## src/rtl/xif_copro_issue_ctrl.sv

```systemverilog
// XIF coprocessor issue controller: decodes bit-manipulation offloads, waits for commit,
// drives a single-request execution unit and returns the result on the XIF result channel.
module xif_copro_issue_ctrl #(
   parameter int ID_WIDTH = 4,
   parameter int XLEN     = 32
) (
   input  logic                clk_i,
   input  logic                rst_i,
   input  logic                issue_valid_i,
   output logic                issue_ready_o,
   input  logic [31:0]         issue_instr_i,
   input  logic [ID_WIDTH-1:0] issue_id_i,
   input  logic [XLEN-1:0]     issue_rs1_i,
   input  logic                issue_rs1_valid_i,
   output logic                issue_accept_o,
   output logic                issue_writeback_o,
   input  logic                commit_valid_i,
   input  logic [ID_WIDTH-1:0] commit_id_i,
   input  logic                commit_kill_i,
   output logic                exu_req_valid_o,
   input  logic                exu_req_ready_i,
   output logic [1:0]          exu_op_o,
   output logic [XLEN-1:0]     exu_operand_o,
   output logic [4:0]          exu_shamt_o,
   input  logic                exu_rsp_valid_i,
   input  logic [XLEN-1:0]     exu_result_i,
   output logic                result_valid_o,
   input  logic                result_ready_i,
   output logic [ID_WIDTH-1:0] result_id_o,
   output logic [XLEN-1:0]     result_data_o,
   output logic [15:0]         done_count_o
);

   typedef enum logic [2:0] {
      IDLE,
      WAIT_COMMIT,
      EXEC,
      WAIT_EXU,
      RESULT
   } state_e;

   localparam logic [1:0] OP_BITREV = 2'b00;
   localparam logic [1:0] OP_ROTR   = 2'b01;
   localparam logic [1:0] OP_ROTL   = 2'b10;

   state_e              state_q, state_d;
   logic [ID_WIDTH-1:0] id_q, id_d;
   logic [XLEN-1:0]     operand_q, operand_d;
   logic [XLEN-1:0]     result_q, result_d;
   logic [1:0]          op_q, op_d;
   logic [4:0]          shamt_q, shamt_d;
   logic [15:0]         count_q, count_d;

   logic       dec_legal;
   logic [1:0] dec_op;
   logic       issue_hs;
   logic       instr_unused;

   assign instr_unused = ^{issue_instr_i[19:15], issue_instr_i[11:7]};

   always_comb begin
      dec_legal = 1'b0;
      dec_op    = OP_BITREV;
      if (issue_instr_i[6:0] == 7'b0101011 && issue_instr_i[14:12] == 3'b111) begin
         case (issue_instr_i[31:25])
            7'b0000010: begin dec_legal = 1'b1; dec_op = OP_BITREV; end
            7'b0000011: begin dec_legal = 1'b1; dec_op = OP_ROTR;   end
            7'b0000100: begin dec_legal = 1'b1; dec_op = OP_ROTL;   end
            default:    begin dec_legal = 1'b0; dec_op = OP_BITREV; end
         endcase
      end
   end

   // Combinational handshake outputs are gated by reset so every output reads 0 while rst_i is high.
   assign issue_ready_o     = (state_q == IDLE) && issue_rs1_valid_i && !rst_i;
   assign issue_accept_o    = dec_legal && !rst_i;
   assign issue_writeback_o = dec_legal && !rst_i;
   assign issue_hs          = issue_valid_i && issue_ready_o;

   always_comb begin
      state_d   = state_q;
      id_d      = id_q;
      operand_d = operand_q;
      result_d  = result_q;
      op_d      = op_q;
      shamt_d   = shamt_q;
      count_d   = count_q;
      case (state_q)
         IDLE: begin
            if (issue_hs && dec_legal) begin
               id_d      = issue_id_i;
               operand_d = issue_rs1_i;
               op_d      = dec_op;
               shamt_d   = (dec_op == OP_BITREV) ? 5'd0 : issue_instr_i[24:20];
               state_d   = WAIT_COMMIT;
            end
         end
         WAIT_COMMIT: begin
            if (commit_valid_i && commit_id_i == id_q) begin
               state_d = commit_kill_i ? IDLE : EXEC;
            end
         end
         EXEC: begin
            if (exu_req_ready_i) begin
               state_d = WAIT_EXU;
            end
         end
         WAIT_EXU: begin
            if (exu_rsp_valid_i) begin
               result_d = exu_result_i;
               state_d  = RESULT;
            end
         end
         RESULT: begin
            if (result_ready_i) begin
               count_d = (count_q == 16'hFFFF) ? count_q : count_q + 16'd1;
               state_d = IDLE;
            end
         end
         default: state_d = IDLE;
      endcase
   end

   always_ff @(posedge clk_i or posedge rst_i) begin
      if (rst_i) begin
         state_q   <= IDLE;
         id_q      <= '0;
         operand_q <= '0;
         result_q  <= '0;
         op_q      <= '0;
         shamt_q   <= '0;
         count_q   <= '0;
      end else begin
         state_q   <= state_d;
         id_q      <= id_d;
         operand_q <= operand_d;
         result_q  <= result_d;
         op_q      <= op_d;
         shamt_q   <= shamt_d;
         count_q   <= count_d;
      end
   end

   assign exu_req_valid_o = (state_q == EXEC);
   assign exu_op_o        = op_q;
   assign exu_operand_o   = operand_q;
   assign exu_shamt_o     = shamt_q;
   assign result_valid_o  = (state_q == RESULT);
   assign result_id_o     = id_q;
   assign result_data_o   = result_q;
   assign done_count_o    = count_q;

endmodule

```

## config.mk

```make
export PLATFORM = sky130hd
export DESIGN_NAME = xif_copro_issue_ctrl
export DESIGN_NICKNAME = d
export VERILOG_FILES = /design/src/rtl/xif_copro_issue_ctrl.sv
export SDC_FILE = /design/constraint.sdc
export NUM_CORES = 1
export LEC_CHECK = 0
export ABC_AREA = 1
export CORE_MARGIN = 2
export CORE_UTILIZATION = 30
export DETAILED_ROUTE_END_ITERATION = 16
export SYNTH_ARGS = -nofsm -noshare
export SYNTH_HDL_FRONTEND = slang
export SYNTH_SLANG_ARGS = --single-unit
```

## constraint.sdc

```tcl
create_clock -name clk_i -period 14.5 [get_ports clk_i]
set_clock_uncertainty 0.05 [all_clocks]
set_input_delay 3.625 -clock clk_i [delete_from_list [all_inputs] [get_ports clk_i]]
set_output_delay 3.625 -clock clk_i [all_outputs]
set_load 0.01 [all_outputs]
```

==> results.md, run 1 <==
* Setup tns final at 0 ns
* Worst Max-Slew Pin Slew at 0.8445 ns
* Post_cts resized at 0
* Critical Path Source Type: input port
* CTS root buffer: clkbuf_16
* Post-Place Worst Slack at 5.266 ns
* Seq/Total Area, Yosys at 54.76%
* Final HPWL DP at 8.903 mm
* Hold buffer count at CTS at 0
* Syn Inst Count at 467
* Non-filler cells, final at 845
* GPL Wtd Cong at 0.8066
* Clock Power Share at 25.9%
* Worst Setup Path Type: in -> out
* Unique masters post-synth at 30
* Worst path max stage delay at 0.56 ns
* Routed vias/inst at 4.483
* Area Overhead vs Synth at 55.00%
* Combinational Power Share at 32.2%
* Outcome: finished clean
* GRT Util Overall at 15.56%
* Initial antenna violation count at 0
* Die W at 123.7 µm
* Beginning of the worst hold path: exu_operand_o[3]
* Setup Buffers After CTS at 0
* Final min period at 9.146 ns
* Pleak at 3.122 nW
* Worst Path Arrival at 5.47 ns
* Max Freq at 109.3 MHz
* Crit path required time at 10.82 ns
* Drt first pass iters at 4
* RSZ-0062 raised after global routing: no
* CTS clk-pin slew, worst paths at 0.07 ns
* Crit share post-route at 63.07%
* ANT cells at 0
* Worst-path cell chain: clkdlybuf4s50_1 > inv_1 > or2_2 > nor4_1 > o21ai_0 > nor2_1 > clkdlybuf4s50_1
* Hold Path Depth at 2
* Net Switching at 0.0002331 W
* Max Buffers Root-to-Sink at 2
* CP max stage cell: clkdlybuf4s50_1
* Worst r2r path cells at 7
* Die Y at 123.7 µm
* Element type at the critical path end: output port
* Cell Pwr Density at 125.2 nW/µm²
* # IOs at 209
* Worst setup margin at 5.354 ns
* IO buf count at 198
* Worst Setup SP: issue_instr_i[5]
* Seq. cell area at 2352 µm²
* Worst min path class: reg -> reg
* H-tree depth at 3
* Synthesized area at 4295 µm²
* Multi-input logic area at 1673 µm²
* Vias in the first global route at 3745
* Synthesized flop and latch total at 94
* Hold path endpoint: exu_operand_o[3]
* FP Rows at 43
* Slew headroom at 43.50%
* Synthesized Nets at 581
* Largest net degree at the start of global routing at 49
* First-pass GRT wire length at 18.46 mm
* Maxcap violations at 0
* Cell count after placement at 831
* Full die area at 15290 µm²
* Clock sinks at 94
* Vias at 3788
* # fillers at 1328
* Total grt overflow at 0
* Reg power frac at 41.9%
* Worst skew pair latency at 0.34 ns
* Max Slew Vio Count at 0
* WL per Instance at 14.05 µm
* Worst VDD drop at 0.00005174 V
* Num CTS Buffers at 9
* Post-Route WL at 11.87 mm
* Share of cells above drive strength 1 at 9.474%
* Drt drc at 0
* Sw Ratio at 27.96%
* Starting density of the core at 30.83%
* Internal power at 0.0006005 W
* Worst-path fanout max at 2
* Starting DRT DRC Count at 148
* CTS tree: done
* Final setup violation count at 0
* Worst reg-to-reg setup slack at 12.04 ns
* Core area at 13930 µm²
* R2R Path End: result_id_o[1]
* Nets at 776
* Cell family with most CP delay: buffers and inverters
* Crit path top cell by count: clkdlybuf4s50_1
* Final Util at 47.78%
* DRT antenna net count at 0
* Yosys warning count at 0
* Worst r2r src: state_q[0]
* Syn avg cell area at 9.198 µm²
* Count of final hold-check violations at 0
* WP buf/inv at 3
[worst max-delay path by stage]
stage                        end  depth (start not counted)
2_1_floorplan      issue_ready_o                          3
3_3_place_gp       issue_ready_o                          5
3_5_place_dp       issue_ready_o                          5
4_1_cts            issue_ready_o                          5
5_1_grt            issue_ready_o                          5
6_report       issue_writeback_o                          7
[cells in the final DEF, fill, tap and decap left out, drive strengths merged]
master and count:
inv 40, nand3 20, dfrtp 94, xnor2 4
buf 1, xor2 4, o21ai 16, or2 1
o22ai 1, nand2 190, nand3b 4, nor2 26
a21oi 2, ha 1, clkinv 3, nor3 8
mux2 32, clkdlybuf4s50 198, nor4 2, nand4 7
clkbuf 11
[sequential cells by signal (all words and copies together), names as in the netlist]
register and count:
result_data_o 32, state_q 3, done_count_o 16, result_id_o 4
exu_shamt_o 5, exu_operand_o 32, exu_op_o 2
[worst reg2reg max path: cells and delay by family (launching register included)]
family | cells | cell delay, ns
flops | 1 | 0.45
simple gates | 5 | 1.01
buf+inv | 1 | 0.76
compound gates | 1 | 0.10
[cell families (layout without fill, tap and decap cells)]
logic type	Yosys count	in the layout	share of synthesized area (%)
flops	94	94	54.76
compound gates	19	19	2.243
fa+ha+maj	1	1	0.2912
buf+inv	55	253	6.292
simple gates	258	258	25.78
mux	32	32	9.001
xor+xnor	8	8	1.631
[power groups by stage]
stage          Combinational (W)  Sequential (W)  Clock [W]
6_report                0.000268        0.000349   0.000216
5_1_grt                 0.000289        0.000356   0.000234
4_1_cts                 0.000273        0.000350   0.000223
3_5_place_dp            0.000271        0.000354          0
3_3_place_gp            0.000266        0.000351          0
2_1_floorplan          0.0000943        0.000375          0
[final cells by class]
type,count,area share [%]
Sequential cell,94,35.33
Timing Repair Buffer,199,29.88
Multi-Input combinational cell,318,25.13
Clock buffer,11,3.646
Tap cell,180,3.383
Inverter,40,2.293
Clock inverter,3,0.3383
[synthesized netlist by cell type (all sizes together)]
cell	n	share of area, %
nand4	7	1.0
ha	1	0.29
o22ai	1	0.15
mux2	32	9.0
nor3	8	1.4
nand3b	4	0.70
o21ai	16	1.9
nand3	20	2.7
a21oi	2	0.23
nor2	26	2.7
xnor2	4	0.82
or2	1	0.15
clkbuf	4	0.35
nor4	2	0.29
dfrtp	94	55
buf	11	2.4
inv	40	3.5
nand2	190	17
xor2	4	0.82
[per-layer routing]
metal / wire (µm) / track usage (%)
met1: 4974 / 18.65
met2: 5827 / 26.37
met3: 898 / 4.945
met4: 170 / 5.327
met5: 0 / 0
[per-stage QoR]
step,instance area [µm²],power (W),hold slack (ns)
detailed placement,6392,0.0006257,0.4187
finish,6658,0.0008336,0.4312
global route,6658,0.0008795,0.4519
floorplan,4295,0.0004690,0.4654
global placement,6392,0.0006173,0.4119
CTS,6658,0.0008457,0.4354
No activity file was read; power rests on OpenSTA's default activity.
==> run 2, diff against run 1 <==
- clock period: 14.5 -> 8.15 ns (I/O delays scaled with it)
==> results.md, run 2 (same netlist as run 1, synthesis figures left out) <==
* Share of cells above drive strength 1 at 9.745% (was 9.474%)
* Hold buffer count at CTS at 0 (unchanged)
* First-pass GRT wire length at 18.71 mm (was 18.46 mm)
* Final setup violation count at 0 (unchanged)
* Max Buffers Root-to-Sink at 2 (unchanged)
* CTS root buffer: clkbuf_16 (unchanged)
* Final min period at 5.971 ns
* Hold slack at 0.4338 ns (was 0.4312 ns)
* Slew headroom at 44.19% (was 43.50%)
* Crit path required time at 6.06 ns (was 10.82 ns)
* Num CTS Buffers at 9 (unchanged)
* Clock Power Share at 28.9% (was 25.9%)
* Outcome: finished clean (unchanged)
* Drt drc at 0 (unchanged)
* GPL Wtd Cong at 0.7970 (was 0.8066)
* Sw Ratio at 27.32% (was 27.96%)
* FP Rows at 43 (unchanged)
* Worst min path class: reg -> reg (unchanged)
* Total grt overflow at 0 (unchanged)
* Final HPWL DP at 8.803 mm (was 8.903 mm)
* Largest net degree at the start of global routing at 49 (unchanged)
* Most common library cell in the layout ignoring fill and taps: clkdlybuf4s50_1 (unchanged)
* Full die area at 15290 µm² (unchanged)
* # IOs at 209 (unchanged)
* Max Freq at 167.5 MHz
* Worst Path Arrival at 3.88 ns (was 5.47 ns)
* Non-filler cells, final at 847 (was 845)
* Drt first pass iters at 4 (unchanged)
* Post_cts resized at 0 (unchanged)
* Clock sinks at 94 (unchanged)
* Area Overhead vs Synth at 56.22% (was 55.00%)
* Worst-path fanout max at 2 (unchanged)
* Crit path top cell by count: clkdlybuf4s50_1 (unchanged)
* Pleak at 3.148 nW (was 3.122 nW)
* Routed vias/inst at 4.469 (was 4.483)
* Worst skew pair latency at 0.34 ns (about the same)
* Seq. cell area at 2352 µm² (unchanged)
* Net Switching at 0.0004214 W (was 0.0002331 W)
* Internal power at 0.001121 W (was 0.0006005 W)
* Max Slew Vio Count at 0 (unchanged)
* Die W at 123.7 µm (unchanged)
* H-tree depth at 3 (unchanged)
* Cell family with most CP delay: buffers and inverters (unchanged)
* Worst path max stage delay at 0.56 ns (about the same)
* Cell Pwr Density at 229.9 nW/µm² (was 125.2 nW/µm²)
* Vias at 3785 (was 3788)
* GRT Util Overall at 15.74% (was 15.56%)
* Starting DRT DRC Count at 145 (was 148)
* WP buf/inv at 3 (unchanged)
* Core area at 13930 µm² (unchanged)
* IO buf count at 198 (unchanged)
* Cell count after placement at 831 (unchanged)
* Die Y at 123.7 µm (unchanged)
* Post-Route WL at 11.70 mm (was 11.87 mm)
* Element type at the critical path end: output port (unchanged)
* Nets at 776 (unchanged)
* Count of final hold-check violations at 0 (unchanged)
* CTS tree: done (unchanged)
* Initial antenna violation count at 0 (unchanged)
* Combinational Power Share at 30.8% (was 32.2%)
* Reg power frac at 40.3% (was 41.9%)
* Critical Path Source Type: input port (unchanged)
* CP max stage cell: clkdlybuf4s50_1 (unchanged)
* Multi-input logic area at 1673 µm² (unchanged)
* WL per Instance at 13.81 µm (was 14.05 µm)
* Maxcap violations at 0 (unchanged)
* Crit share post-route at 73.27%
* CTS clk-pin slew, worst paths at 0.07 ns (about the same)
* DRT antenna net count at 0 (unchanged)
* Worst Setup Path Type: in -> out (unchanged)
* Commonest non-fill, non-tap cells in the layout: clkdlybuf4s50_1, nand2_1, dfrtp_1 (unchanged)
* ANT cells at 0 (unchanged)
* Worst VDD drop at 0.00009968 V (was 0.00005174 V)
* # fillers at 1315 (was 1328)
* Setup Buffers After CTS at 0 (unchanged)
* Vias in the first global route at 3867 (was 3745)
* Worst Max-Slew Pin Slew at 0.8343 ns (was 0.8445 ns)
* Starting density of the core at 30.83% (unchanged)
* Worst-path cell chain: clkdlybuf4s50_1 > inv_1 > or2_2 > nor4_1 > o21ai_0 > nor2_1 > clkdlybuf4s50_1 (unchanged)
* RSZ-0062 raised after global routing: no (unchanged)
* Setup tns final at 0 ns (unchanged)
==> run 2: changes by cell type in the layout (fill, tap and decap cells not counted) <==
cell       delta
bufinv_16     +1
clkinv_4      -2
inv_6         +2
clkinv_2      -1
clkbuf_8      +2
==> run 2: final timing paths <==
check | slack (ns) | end | depth (start not counted) | start
min in group asynchronous | 2.10 | exu_op_o[1] | 2 | rst_i
max in group asynchronous | 4.92 | done_count_o[0] | 3 | rst_i
hold / removal | 0.43 | exu_shamt_o[0] | 2 | exu_shamt_o[0]
hold reg to reg | 0.43 | exu_shamt_o[0] | 2 | exu_shamt_o[0]
setup / recovery | 2.18 | issue_writeback_o | 7 | issue_instr_i[5]
setup reg to reg | 5.71 | exu_operand_o[9] | 7 | state_q[0]
==> run 2: worst min-delay path, cell delays in order, from the launching register on <==
cell	delay, ns
dfrtp_1	0.35
nand2_1	0.06
nand2_1	0.05
==> run 2: layout make-up <==
class | instances | share of cell area, %
inverters | 40 | 2.275
well taps | 180 | 3.356
repair buffers | 199 | 29.65
multi-input cells | 318 | 24.93
flip-flops and latches | 94 | 35.06
clock inverters | 3 | 0.7086
clock buffers | 13 | 4.028
==> run 2: power groups by stage <==
| stage | clock network (W) | logic [W] | registers (W) |
|---|---|---|---|
| 2_1_floorplan | 0 | 0.000168 | 0.000667 |
| 3_3_place_gp | 0 | 0.000473 | 0.000625 |
| 3_5_place_dp | 0 | 0.000481 | 0.000632 |
| 4_1_cts | 0.000457 | 0.000483 | 0.000624 |
| 5_1_grt | 0.000481 | 0.000515 | 0.000637 |
| 6_report | 0.000445 | 0.000475 | 0.000622 |
==> run 2: stage by stage <==
| stage | worst slack (ns) | instance area [µm²] | total power, W | utilization (%) |
|---|---|---|---|---|
| finish | 2.179 | 6710 | 0.001543 | 48.15 |
| global route | 1.996 | 6710 | 0.001633 | 48.15 |
| CTS | 2.095 | 6710 | 0.001564 | 48.15 |
| detailed placement | 2.089 | 6392 | 0.001113 | 45.87 |
| global placement | 2.127 | 6392 | 0.001098 | 45.87 |
| floorplan | 1.388 | 4295 | 0.0008345 | - |
==> run 2: metal layers <==
| layer | track usage, % | up-vias | routed length [µm] |
|---|---|---|---|
| met5 | 0 | - | 0 |
| met4 | 5.469 | 0 | 167 |
| met3 | 5.540 | 10 | 1020 |
| met2 | 25.72 | 121 | 5747 |
| met1 | 19.30 | 1793 | 4763 |
| li1 | - | 1861 | - |
==> run 3, diff against run 2 <==
- clock period: 8.15 -> 5.9 ns (I/O delays scaled with it)
==> results.md, run 3 (same netlist as run 1, synthesis figures left out) <==
* Outcome: finished clean (unchanged)
* Critical Path Source Type: input port (unchanged)
* Final setup violation count at 0 (unchanged)
* Worst Setup Path Type: in -> out (unchanged)
* # IOs at 209 (unchanged)
* Worst Max-Slew Pin Slew at 0.8371 ns (was 0.8343 ns)
* H-tree depth at 3 (unchanged)
* Max Slew Vio Count at 0 (unchanged)
* Critical Path End: issue_writeback_o (unchanged)
* Vias in the first global route at 3849 (was 3867)
* Sw Ratio at 28.03% (was 27.32%)
* Die W at 123.7 µm (unchanged)
* Setup Buffers After CTS at 0 (unchanged)
* R2R Path End: result_id_o[2] (was exu_operand_o[9])
* Internal power at 0.001491 W (was 0.001121 W)
* Num CTS Buffers at 9 (unchanged)
* Post_cts resized at 0 (unchanged)
* Hold slack at 0.4257 ns (was 0.4338 ns)
* Final min period at 4.876 ns
* Max Freq at 205.1 MHz
* Cell count after placement at 832 (was 831)
* IO buf count at 198 (unchanged)
* Slew headroom at 43.99% (was 44.19%)
* Total grt overflow at 0 (unchanged)
* Worst VDD drop at 0.0001195 V (was 0.00009968 V)
* Clock Power Share at 27.0% (was 28.9%)
* Element type at the critical path end: output port (unchanged)
* # fillers at 1336 (was 1315)
* Routed vias/inst at 4.442 (was 4.469)
* Reg power frac at 41.4% (was 40.3%)
* WL per Instance at 13.90 µm (was 13.81 µm)
* CTS clk-pin slew, worst paths at 0.06 ns (was 0.07 ns)
* Share of cells above drive strength 1 at 9.895% (was 9.745%)
* Drt drc at 0 (unchanged)
* Maxcap violations at 0 (unchanged)
* Worst-path fanout max at 2 (unchanged)
* Vias at 3762 (was 3785)
* Pleak at 3.133 nW (was 3.148 nW)
* Full die area at 15290 µm² (unchanged)
* Worst r2r path cells at 6 (was 7)
* Cell Pwr Density at 310.0 nW/µm² (was 229.9 nW/µm²)
* CTS tree: done (unchanged)
* Hold buffer count at CTS at 0 (unchanged)
* Setup tns final at 0 ns (unchanged)
* FP Rows at 43 (unchanged)
* Worst reg-to-reg setup slack at 3.45 ns (was 5.71 ns)
* Worst skew pair latency at 0.34 ns (about the same)
* Starting DRT DRC Count at 143 (was 145)
* Starting density of the core at 30.83% (unchanged)
* GPL Wtd Cong at 0.8043 (was 0.7970)
* Area Overhead vs Synth at 55.58% (was 56.22%)
* Nets at 777 (was 776)
* Final Util at 47.96% (was 48.15%)
* Worst min path class: reg -> reg (unchanged)
* Most common library cell in the layout ignoring fill and taps: clkdlybuf4s50_1 (unchanged)
* CTS root buffer: clkbuf_16 (unchanged)
* Core area at 13930 µm² (unchanged)
* Crit path required time at 4.38 ns (was 6.06 ns)
* Post-Route WL at 11.78 mm (was 11.70 mm)
* First-pass GRT wire length at 18.94 mm (was 18.71 mm)
* DRT antenna net count at 0 (unchanged)
* Initial antenna violation count at 0 (unchanged)
* Worst Path Arrival at 3.35 ns (was 3.88 ns)
* Drt first pass iters at 4 (unchanged)
* Worst r2r src: state_q[0] (unchanged)
* Final HPWL DP at 8.806 mm (was 8.803 mm)
* Combinational Power Share at 31.7% (was 30.8%)
* Count of final hold-check violations at 0 (unchanged)
* Commonest non-fill, non-tap cells in the layout: clkdlybuf4s50_1, nand2_1, dfrtp_1 (unchanged)
* Crit share post-route at 82.65%
* Die Y at 123.7 µm (unchanged)
* Max Buffers Root-to-Sink at 2 (unchanged)
* Net Switching at 0.0005806 W (was 0.0004214 W)
* GRT Util Overall at 16.05% (was 15.74%)
* RSZ-0062 raised after global routing: no (unchanged)
* Worst Setup SP: issue_instr_i[5] (unchanged)
* ANT cells at 0 (unchanged)
* Largest net degree at the start of global routing at 50 (was 49)
* Clock sinks at 94 (unchanged)
* Non-filler cells, final at 847 (unchanged)
## run 3: cell count changes in the layout (fill, tap and decap cells not counted)
cell,change
clkinv_2,+1
clkbuf_1,-1
buf_4,+1
clkinvlp_4,+1
bufinv_16,-1
clkinv_4,+1
clkbuf_8,-1
inv_6,-1
## run 3: worst max-delay path, cell delays in order
cell             delay (ns)
clkdlybuf4s50_1        0.45
inv_1                  0.05
or2_2                  0.27
nor4_1                 0.26
o21ai_0                0.14
nor2_1                 0.15
clkdlybuf4s50_1        0.56
## run 3: layout make-up
class	instances	area (µm²)	area share, %
sequential	94	2352	35.20
tap	180	225.2	3.370
timing repair buffer	200	1997	29.88
clock buffer	11	252.7	3.782
multi-input combinational	318	1673	25.03
inverter	40	152.6	2.284
clock inverter	4	30.03	0.4494
## run 3: power groups by stage
stage          Combinational (W)  Sequential [W]  Clock (W)
3_5_place_dp            0.000663        0.000871          0
2_1_floorplan           0.000232        0.000921          0
3_3_place_gp            0.000654        0.000863          0
5_1_grt                 0.000712        0.000877   0.000605
4_1_cts                 0.000667        0.000859   0.000581
6_report                0.000656        0.000857   0.000559
## run 3: worst min path at each step
stage	to	cells after the start	start	slack [ns]
3_5_place_dp	exu_shamt_o[3]	2	exu_shamt_o[3]	0.42
6_report	exu_operand_o[22]	2	exu_operand_o[22]	0.43
5_1_grt	exu_operand_o[14]	2	exu_operand_o[14]	0.46
4_1_cts	exu_shamt_o[3]	2	exu_shamt_o[3]	0.43
3_3_place_gp	exu_operand_o[15]	2	exu_operand_o[15]	0.41
2_1_floorplan	exu_operand_o[0]	2	exu_operand_o[0]	0.47
## run 3: stage by stage
stage	setup WS, ns	cell area [µm²]	total power (W)
2_1_floorplan	0.2626	4295	0.001153
3_3_place_gp	1.044	6400	0.001518
3_5_place_dp	1.077	6400	0.001534
4_1_cts	1.054	6683	0.002106
5_1_grt	0.8993	6683	0.002194
6_report	1.024	6683	0.002071
## run 3: layer usage
| layer | share of wire, % | routed length [µm] | vias up | track usage (%) |
|---|---|---|---|---|
| met1 | 42 | 4964 | 1779 | 19.69 |
| met3 | 7.4 | 876 | 14 | 5.128 |
| met5 | 0 | 0 | - | 0 |
| met4 | 1.8 | 217 | 0 | 6.463 |
| li1 | - | - | 1854 | - |
| met2 | 49 | 5719 | 115 | 26.20 |
